[src/rtl/sdram_rd_checker_pkg.sv]
// -----------------------------------------------------------------------------
// sdram_rd_checker_pkg
// Shared types and constants for the SDRAM read-back checker.
//   state_t      : run sequencer states
//   ERR_CNT_W    : width of the mismatch counter
//   ERR_CNT_SAT  : value at which the mismatch counter stops
// Optional feature macro used by this slice: SDRAM_RD_CHECKER_ERR_CAPTURE_EN
// -----------------------------------------------------------------------------
package sdram_rd_checker_pkg;

  localparam int unsigned ERR_CNT_W = 16;
  localparam logic [ERR_CNT_W-1:0] ERR_CNT_SAT = 16'hFFFF;

  typedef enum logic [2:0] {
    IDLE   = 3'd0,
    LOAD   = 3'd1,
    SETTLE = 3'd2,
    READ   = 3'd3,
    DRAIN  = 3'd4,
    FINISH = 3'd5
  } state_t;

endpackage

[src/rtl/sdram_rd_checker_cmp.sv]
// -----------------------------------------------------------------------------
// sdram_rd_cmp
// Expected-pattern generator, registered read-data comparator, saturating
// mismatch counter and (optionally) first-error capture.
// The expected value for word i is i mod 2^DATA_W.
//
// Ports
//   i_clk          : clock, rising edge
//   i_rst_n        : asynchronous active-low reset
//   i_clear        : start of a new run; clears counter and first-error capture
//   i_req          : read strobe issued this cycle
//   i_req_idx      : word index of the read issued this cycle
//   i_rd_data      : read data, valid the cycle after i_req
//   o_err_cnt      : saturating mismatch count
//   o_first_addr   : word index of the first mismatch of the run
//   o_first_data   : data read at the first mismatch of the run
//   o_last_data    : most recently compared word
//
// Macro SDRAM_RD_CHECKER_ERR_CAPTURE_EN enables the first-error capture; when
// undefined o_first_addr/o_first_data are tied to zero.
// -----------------------------------------------------------------------------
module sdram_rd_cmp
  import sdram_rd_checker_pkg::*;
#(
  parameter int unsigned DATA_W = 8,
  parameter int unsigned ADDR_W = 8
) (
  input  logic                 i_clk,
  input  logic                 i_rst_n,
  input  logic                 i_clear,
  input  logic                 i_req,
  input  logic [ADDR_W-1:0]    i_req_idx,
  input  logic [DATA_W-1:0]    i_rd_data,
  output logic [ERR_CNT_W-1:0] o_err_cnt,
  output logic [ADDR_W-1:0]    o_first_addr,
  output logic [DATA_W-1:0]    o_first_data,
  output logic [DATA_W-1:0]    o_last_data
);

  logic                 r_cmp_vld;
  logic [ADDR_W-1:0]    r_cmp_idx;
  logic [ERR_CNT_W-1:0] r_err_cnt;
  logic [DATA_W-1:0]    r_last_data;
  logic [DATA_W-1:0]    w_expected;
  logic                 w_mismatch;

  // Size cast truncates (pattern wrap) or zero-extends the index as needed.
  assign w_expected = DATA_W'(r_cmp_idx);
  assign w_mismatch = r_cmp_vld && (i_rd_data != w_expected);

  // The request is registered so the compare lines up with the read data
  // arriving one cycle after the strobe.
  always_ff @(posedge i_clk or negedge i_rst_n) begin
    if (!i_rst_n) begin
      r_cmp_vld   <= 1'b0;
      r_cmp_idx   <= '0;
      r_err_cnt   <= '0;
      r_last_data <= '0;
    end else begin
      r_cmp_vld <= i_req;
      r_cmp_idx <= i_req_idx;
      if (i_clear) begin
        r_err_cnt <= '0;
      end else if (w_mismatch && (r_err_cnt != ERR_CNT_SAT)) begin
        r_err_cnt <= r_err_cnt + 1'b1;
      end
      if (r_cmp_vld) begin
        r_last_data <= i_rd_data;
      end
    end
  end

  assign o_err_cnt   = r_err_cnt;
  assign o_last_data = r_last_data;

`ifdef SDRAM_RD_CHECKER_ERR_CAPTURE_EN
  logic              r_first_seen;
  logic [ADDR_W-1:0] r_first_addr;
  logic [DATA_W-1:0] r_first_data;

  always_ff @(posedge i_clk or negedge i_rst_n) begin
    if (!i_rst_n) begin
      r_first_seen <= 1'b0;
      r_first_addr <= '0;
      r_first_data <= '0;
    end else if (i_clear) begin
      r_first_seen <= 1'b0;
      r_first_addr <= '0;
      r_first_data <= '0;
    end else if (w_mismatch && !r_first_seen) begin
      r_first_seen <= 1'b1;
      r_first_addr <= r_cmp_idx;
      r_first_data <= i_rd_data;
    end
  end

  assign o_first_addr = r_first_addr;
  assign o_first_data = r_first_data;
`else
  assign o_first_addr = '0;
  assign o_first_data = '0;
`endif

endmodule

[config.mk]
export PLATFORM = sky130hd
export DESIGN_NAME = sdram_rd_cmp
export DESIGN_NICKNAME = d
export VERILOG_FILES = /design/src/rtl/sdram_rd_checker_pkg.sv /design/src/rtl/sdram_rd_checker_cmp.sv
export SDC_FILE = /design/constraint.sdc
export NUM_CORES = 1
export LEC_CHECK = 0
export BUFFER_PORTS_ARGS = -buffer_cell sky130_fd_sc_hd__clkbuf_2
export CAP_MARGIN = 40
export CORE_UTILIZATION = 25
export DETAILED_ROUTE_END_ITERATION = 8
export REMOVE_ABC_BUFFERS = 1
export SLEW_MARGIN = 20
export SYNTH_ARGS = -nofsm -noshare
export SYNTH_HDL_FRONTEND = slang
export SYNTH_SLANG_ARGS = --single-unit
[constraint.sdc]
create_clock -name i_clk -period 2.2 [get_ports i_clk]
set_input_delay 0.66 -clock i_clk [delete_from_list [all_inputs] [get_ports i_clk]]
set_output_delay 0.66 -clock i_clk [all_outputs]
set_load 0.1 [all_outputs]
==> results of run 1 <==
## cell families after synthesis
logic type	synth area share (%)
xor gates and xnor gates	4.09
buffers and inverters	11.1
DFF	48.2
and+or+nand+nor	17.7
AOI/OAI and AO/OA	11.1
muxes	6.80
adders and majority gates	0.731
other	0.219
## flip-flops by register name (all words and copies together), names as in the netlist
signal	cells
r_cmp_idx	8
o_last_data	8
r_cmp_vld	1
o_err_cnt	16
## cell type report
| class | count | area share [%] |
|---|---|---|
| multi-input combinational | 111 | 36.8 |
| clock buffer | 5 | 3.36 |
| tap | 77 | 4.71 |
| clock inverter | 2 | 1.71 |
| timing repair buffer | 49 | 12.7 |
| sequential | 33 | 40.4 |
| inverter | 2 | 0.367 |
## per-stage QoR
step / instances / util, % / hold slack (ns) / cell area [µm²] / total power (µW)
floorplan: 146 / - / 0.364 / 1590 / 950
CTS: 279 / 31.5 / 0.404 / 2050 / 1590
detailed placement: 272 / 29.9 / 0.495 / 1940 / 1030
global route: 279 / 31.5 / 0.431 / 2050 / 1640
global placement: 272 / 29.9 / 0.490 / 1940 / 1030
finish: 279 / 31.5 / 0.393 / 2050 / 1560
## how the worst max path moves through the flow
| stage | from | endpoint | slack [ns] | depth (start not counted) |
|---|---|---|---|---|
| floorplan | o_err_cnt[1] | o_err_cnt[5] | -0.34 | 6 |
| global placement | i_rd_data[2] | o_err_cnt[3] | 0.16 | 7 |
| detailed placement | i_rd_data[2] | o_err_cnt[10] | 0.12 | 7 |
| CTS | o_err_cnt[6] | o_err_cnt[6] | 0.27 | 1 |
| global route | o_err_cnt[6] | o_err_cnt[5] | 0.19 | 5 |
| finish | o_err_cnt[6] | o_err_cnt[6] | 0.28 | 1 |
## cells in the final DEF (no fill, tap or decap), drive strengths merged
cell	instances
clkbuf	48
dfrtp	33
conb	16
a21oi	12
mux2	10
o31ai	9
or4	9
nand3	9
nand2	8
xnor2	8
buf	6
nand4	5
nor2	5
o21ai	4
nor2b	2
inv	2
nor3	2
and4	2
o41ai	1
o21a	1
nand4b	1
nor4	1
or3	1
nor4b	1
a31oi	1
and3	1
a211oi	1
ha	1
clkinv	1
bufinv	1
## metal layers
metal  up-vias  global-route usage (%)  wire length [µm]
met1       612                    14.0              1720
li1        624                       -                 -
met4         0                    5.08                34
met5         -                       0                 0
met3         3                    3.83               227
met2        43                    15.7              1620
## power groups by stage
stage	Combinational, µW	Clock [µW]	Sequential, µW
floorplan	161	0	789
global placement	367	0	658
detailed placement	369	0	659
CTS	369	574	647
global route	382	603	650
finish	366	551	647
==> impl_metrics.py, run 1 <==
metrics = {
    "cts": {
        "cts_sinks": 33,
        "cts_tree": "yes",
        "cts-resized-gates": 0,
        "hold_buffers": 0,
        "htree_levels": 2,
        "clk_pin_slew_ns": 0.07,
        "root_buffer": "clkbuf_8",
        "clkLatencyLatePin_ns": 0.29,
        "cts_buffers": 5,
        "post_cts_buffers": 0,
        "cts_buffer_depth": 2,
    },
    "synthesis": {
        "synthTopCellsByCount": "dfrtp_1, buf_4, a21oi_1",
        "syn_inst": 154,
        "avgSynthCellArea_um2": 11.1,
        "ys_async_sr_fraction_pct": 100,
        "yosysMostFrequentCell": "dfrtp_1",
        "syn_area_um2": 1710,
        "synth_top_area_share_pct": 48.2,
        "ys.flop_type": "dfrtp_1",
        "synth_seq_area_share_pct": 48.2,
        "yosysWarnings": 0,
        "synth_enable_flop_cells": 0,
        "ys_top_cells_by_area": "dfrtp_1, buf_4, mux2_2",
        "synthDistinctLibCells": 40,
        "yosys.area.top_type": "dfrtp_1",
        "synth-seq-cells": 33,
    },
    "detailed_routing": {
        "viasPerCell": 4.59,
        "ant_nets": 0,
        "remaining_drc_errors": 4,
        "post_drt_wl_per_cell_um": 12.9,
        "wl_mm": 3.60,
        "drt_iter0_drc": 81,
        "drtPass1Iterations": 6,
        "dr_total_vias": 1282,
    },
    "status": {
        "status": "complete, but fails checks",
        "violations": "design-rule violations",
    },
    "power": {
        "clockPowerShare_pct": 35.2,
        "ir_drop_v": 0.000192,
        "powerDensity_nw_per_um2": 765,
        "intPower_uw": 1020,
        "seqPwrFrac_pct": 41.3,
        "leakagePower_uw": 0.000918,
        "pwr-share-comb_pct": 23.4,
        "swShare_pct": 34.8,
        "switching_power_uw": 545,
    },
    "timing": {
        "fin_setup_tns_ns": 0,
        "finalHoldViolCount": 0,
        "finalCritPeriodShare_pct": 87.2,
        "skew_ns": 0.00488,
        "rsz0062_at_grt": "false",
        "maxSlewHeadroom_pct": 63.5,
        "fin_crit_ns": 1.92,
        "fmax_ghz": 0.521,
        "worst_slew_pin_slew_ns": 0.549,
        "fin_ws_ns": 0.282,
        "finalSetupViolations": 0,
        "slew_violations": 0,
    },
    "setup_path": {
        "worstSetupEndpointType": "output port",
        "cp-start-kind": "register",
        "path_buf_inv": 1,
        "crit_required_ns": 1.54,
        "crit_type": "register to output port",
        "crit_family": "buffers and inverters",
        "path_cells": "clkbuf_2",
        "cp_max_fo": 7,
        "cpMaxStageDelayCell": "clkbuf_2",
        "slowest_delay_ns": 0.51,
        "reg2reg_slack_ns": 0.30,
        "r2r_cells": 6,
        "timing.rr.start": "o_err_cnt[1]",
        "cp.arrival_ns": 1.26,
        "timing.rr.end": "o_err_cnt[10]",
    },
    "final_layout": {
        "nets": 223,
        "antenna_cells": 0,
        "regArea_um2": 826,
        "multiInputGateArea_um2": 752,
        "syn_to_final_growth_pct": 19.5,
        "drive_gt1_share_pct": 36.6,
        "fillerInstances": 664,
    },
    "global_routing": {
        "grt_pass1_wl_mm": 5.86,
        "grt.total_usage_pct": 10.7,
        "grt_pass1_vias": 1219,
        "grt_max_degree": 34,
        "grt_overflow_total": 0,
        "antenna_found_initial": 0,
    },
    "placement": {
        "detailed_place_hpwl_mm": 2.56,
        "numPortBuffers": 43,
        "place_congestion": 0.700,
        "pre_cts_ws_ns": 0.124,
    },
    "floorplan": {
        "dieArea_um2": 7180,
        "die_y_um": 84.7,
        "num_io_pins": 60,
        "fp.coreArea_um2": 6490,
        "initial_core_util_pct": 26.4,
        "fp-row-count": 29,
        "die_w_um": 84.7,
    },
    "worst_hold_path": {
        "hold_class": "input pin to asynchronous set/reset pin",
    },
    "flow_run": {
        "drv_cap": 0,
    },
}
Power figures use the tool's default switching activity.
==> run 2, diff against run 1 <==
--- a/config.mk
+++ b/config.mk
@@ -7,8 +7,9 @@
 export LEC_CHECK = 0
 export BUFFER_PORTS_ARGS = -buffer_cell sky130_fd_sc_hd__clkbuf_2
 export CAP_MARGIN = 40
-export CORE_UTILIZATION = 25
+export CORE_UTILIZATION = 49
 export DETAILED_ROUTE_END_ITERATION = 8
+export PLACE_DENSITY = 0.79
 export REMOVE_ABC_BUFFERS = 1
 export SLEW_MARGIN = 20
 export SYNTH_ARGS = -nofsm -noshare
==> constraint.sdc (replaced) <==
create_clock -name i_clk -period 2.2 [get_ports i_clk]
set_input_delay 0.66 -clock i_clk [delete_from_list [all_inputs] [get_ports i_clk]]
set_output_delay 0.66 -clock i_clk [all_outputs]
set_load 0.01 [all_outputs]
==> run 2 against run 1 <==
Net effect:
- the run now ends clean
- sequential power about the same
- clock skew up 0.0087 ns
- largest cell class unchanged
- setup slack better by 0.027 ns
- register-to-register slack about the same
- count of clock-buffer cells in the layout up 2
- largest power group unchanged
- via count up 1.5%
==> impl_metrics.py, run 2 (synthesis results as in run 1) <==
metrics = {
    "placement": {
        "numPortBuffers": 43,
        "dp.cells": 239,
        "place_congestion": 0.729,
        "detailed_place_hpwl_mm": 2.39,
    },
    "cts": {
        "htree_levels": 2,
        "cts_buffers": 5,
        "cts_tree": "yes",
        "cts_buffer_depth": 2,
        "root_buffer": "clkbuf_4",
        "cts-resized-gates": 0,
        "clk_pin_slew_ns": 0.10,
        "cts_sinks": 33,
        "clkLatencyLatePin_ns": 0.33,
        "hold_buffers": 0,
        "post_cts_buffers": 0,
    },
    "power": {
        "leakagePower_uw": 0.000904,
        "powerDensity_nw_per_um2": 631,
        "power_uw": 1250,
        "ir_drop_v": 0.000475,
    },
    "setup_path": {
        "cp_max_fo": 24,
        "cp.arrival_ns": 2.13,
        "crit_type": "register to register",
        "worstSetupEndpointType": "register",
        "cp-start-kind": "register",
        "crit_required_ns": 2.44,
    },
    "final_layout": {
        "antenna_cells": 0,
        "final_util_pct": 59.5,
        "instances_no_fill": 247,
        "nets": 221,
        "drive_gt1_share_pct": 35.8,
        "final_cell_mix": "clkbuf_2, dfrtp_1, conb_1",
        "syn_to_final_growth_pct": 16.0,
        "largest_reg_flops": 16,
        "final_common_cell": "clkbuf_2",
    },
    "detailed_routing": {
        "remaining_drc_errors": 0,
        "drt_iter0_drc": 37,
        "ant_nets": 0,
        "post_drt_wl_per_cell_um": 13.6,
        "drtPass1Iterations": 4,
        "dr_total_vias": 1301,
        "viasPerCell": 5.27,
        "wl_mm": 3.35,
    },
    "global_routing": {
        "grt_overflow_total": 0,
        "grt_max_degree": 34,
        "grt_pass1_vias": 1195,
        "grt_pass1_wl_mm": 5.15,
        "grt.total_usage_pct": 19.3,
        "antenna_found_initial": 0,
    },
    "timing": {
        "finalSetupViolations": 0,
        "fin_crit_ns": 1.89,
        "skew_ns": 0.0136,
        "fmax_ghz": 0.529,
        "finalCritPeriodShare_pct": 85.9,
        "finalHoldViolCount": 0,
        "slew_violations": 0,
        "rsz0062_at_grt": "false",
        "fin_setup_tns_ns": 0,
    },
    "flow_run": {
        "drv_cap": 0,
    },
    "floorplan": {
        "fp.coreArea_um2": 3340,
        "die_w_um": 61.1,
        "dieArea_um2": 3730,
        "fp-row-count": 21,
        "die_y_um": 61.1,
        "num_io_pins": 60,
        "initial_core_util_pct": 51.3,
    },
    "status": {
        "status": "completed",
    },
    "worst_hold_path": {
        "hold_class": "input pin to asynchronous set/reset pin",
    },
}
## run 2: cell count changes in the layout (fill, tap and decap cells not counted)
cell / delta
clkbuf_4: +5
clkbuf_8: -4
buf_4: -3
buf_12: +1
clkbuf_1: +1
clkinv_2: -1
## run 2: area by class of cell
class                   instances  area, µm²
clock inverters                 1       30.0
repair buffers                 47        258
inverters                       2       7.51
well taps                      46       57.6
clock buffers                   7       55.1
multi-input cells             111        752
flip-flops and latches         33        826
fillers                       292       1350
## run 2: per-layer routing
metal,routed length (µm),global-route usage [%],up-vias,share of wire (%)
met5,0,0,-,0
met4,35,6.82,0,1.0
met3,204,6.30,6,6.1
met2,1640,32.9,49,49
met1,1480,22.7,623,44
li1,-,-,623,-
## run 2: critical path, cell delays in order, from the launching register on
cell and delay, ns:
dfrtp_1 0.45, ha_1 0.26, nand2_1 0.10, nor2_2 0.04
and4_4 0.27, or4_1 0.51, a21oi_1 0.17
## run 2: where the power goes
group          internal [µW]  switching [µW]  leakage [µW]  total, µW
clock                    271             200     0.0000455        471
combinational           57.7            76.0      0.000438        134
sequential               632            16.3      0.000421        648
## run 2: path summary, 6_finish.rpt
kind                       depth (start not counted)             end  slack [ns]            from
setup / recovery                                   6    o_err_cnt[9]        0.31    o_err_cnt[0]
max in group asynchronous                          2    o_err_cnt[0]        1.56         i_rst_n
min in group i_clk                                 1    r_cmp_idx[3]        0.43    i_req_idx[3]
hold reg to reg                                    1  o_last_data[7]        0.52  o_last_data[7]
setup reg to reg                                   6    o_err_cnt[9]        0.31    o_err_cnt[0]
hold / removal                                     2  o_last_data[6]        0.33         i_rst_n
## run 2: metrics by stage
stage	instance area, µm²	setup slack [ns]	hold WS [ns]
after detailed placement	1900	0.115	0.498
after CTS	1990	0.311	0.337
after global placement	1900	0.175	0.489
after floorplan	1590	-0.0812	0.364
after global routing	1990	0.200	0.349
final	1990	0.309	0.333
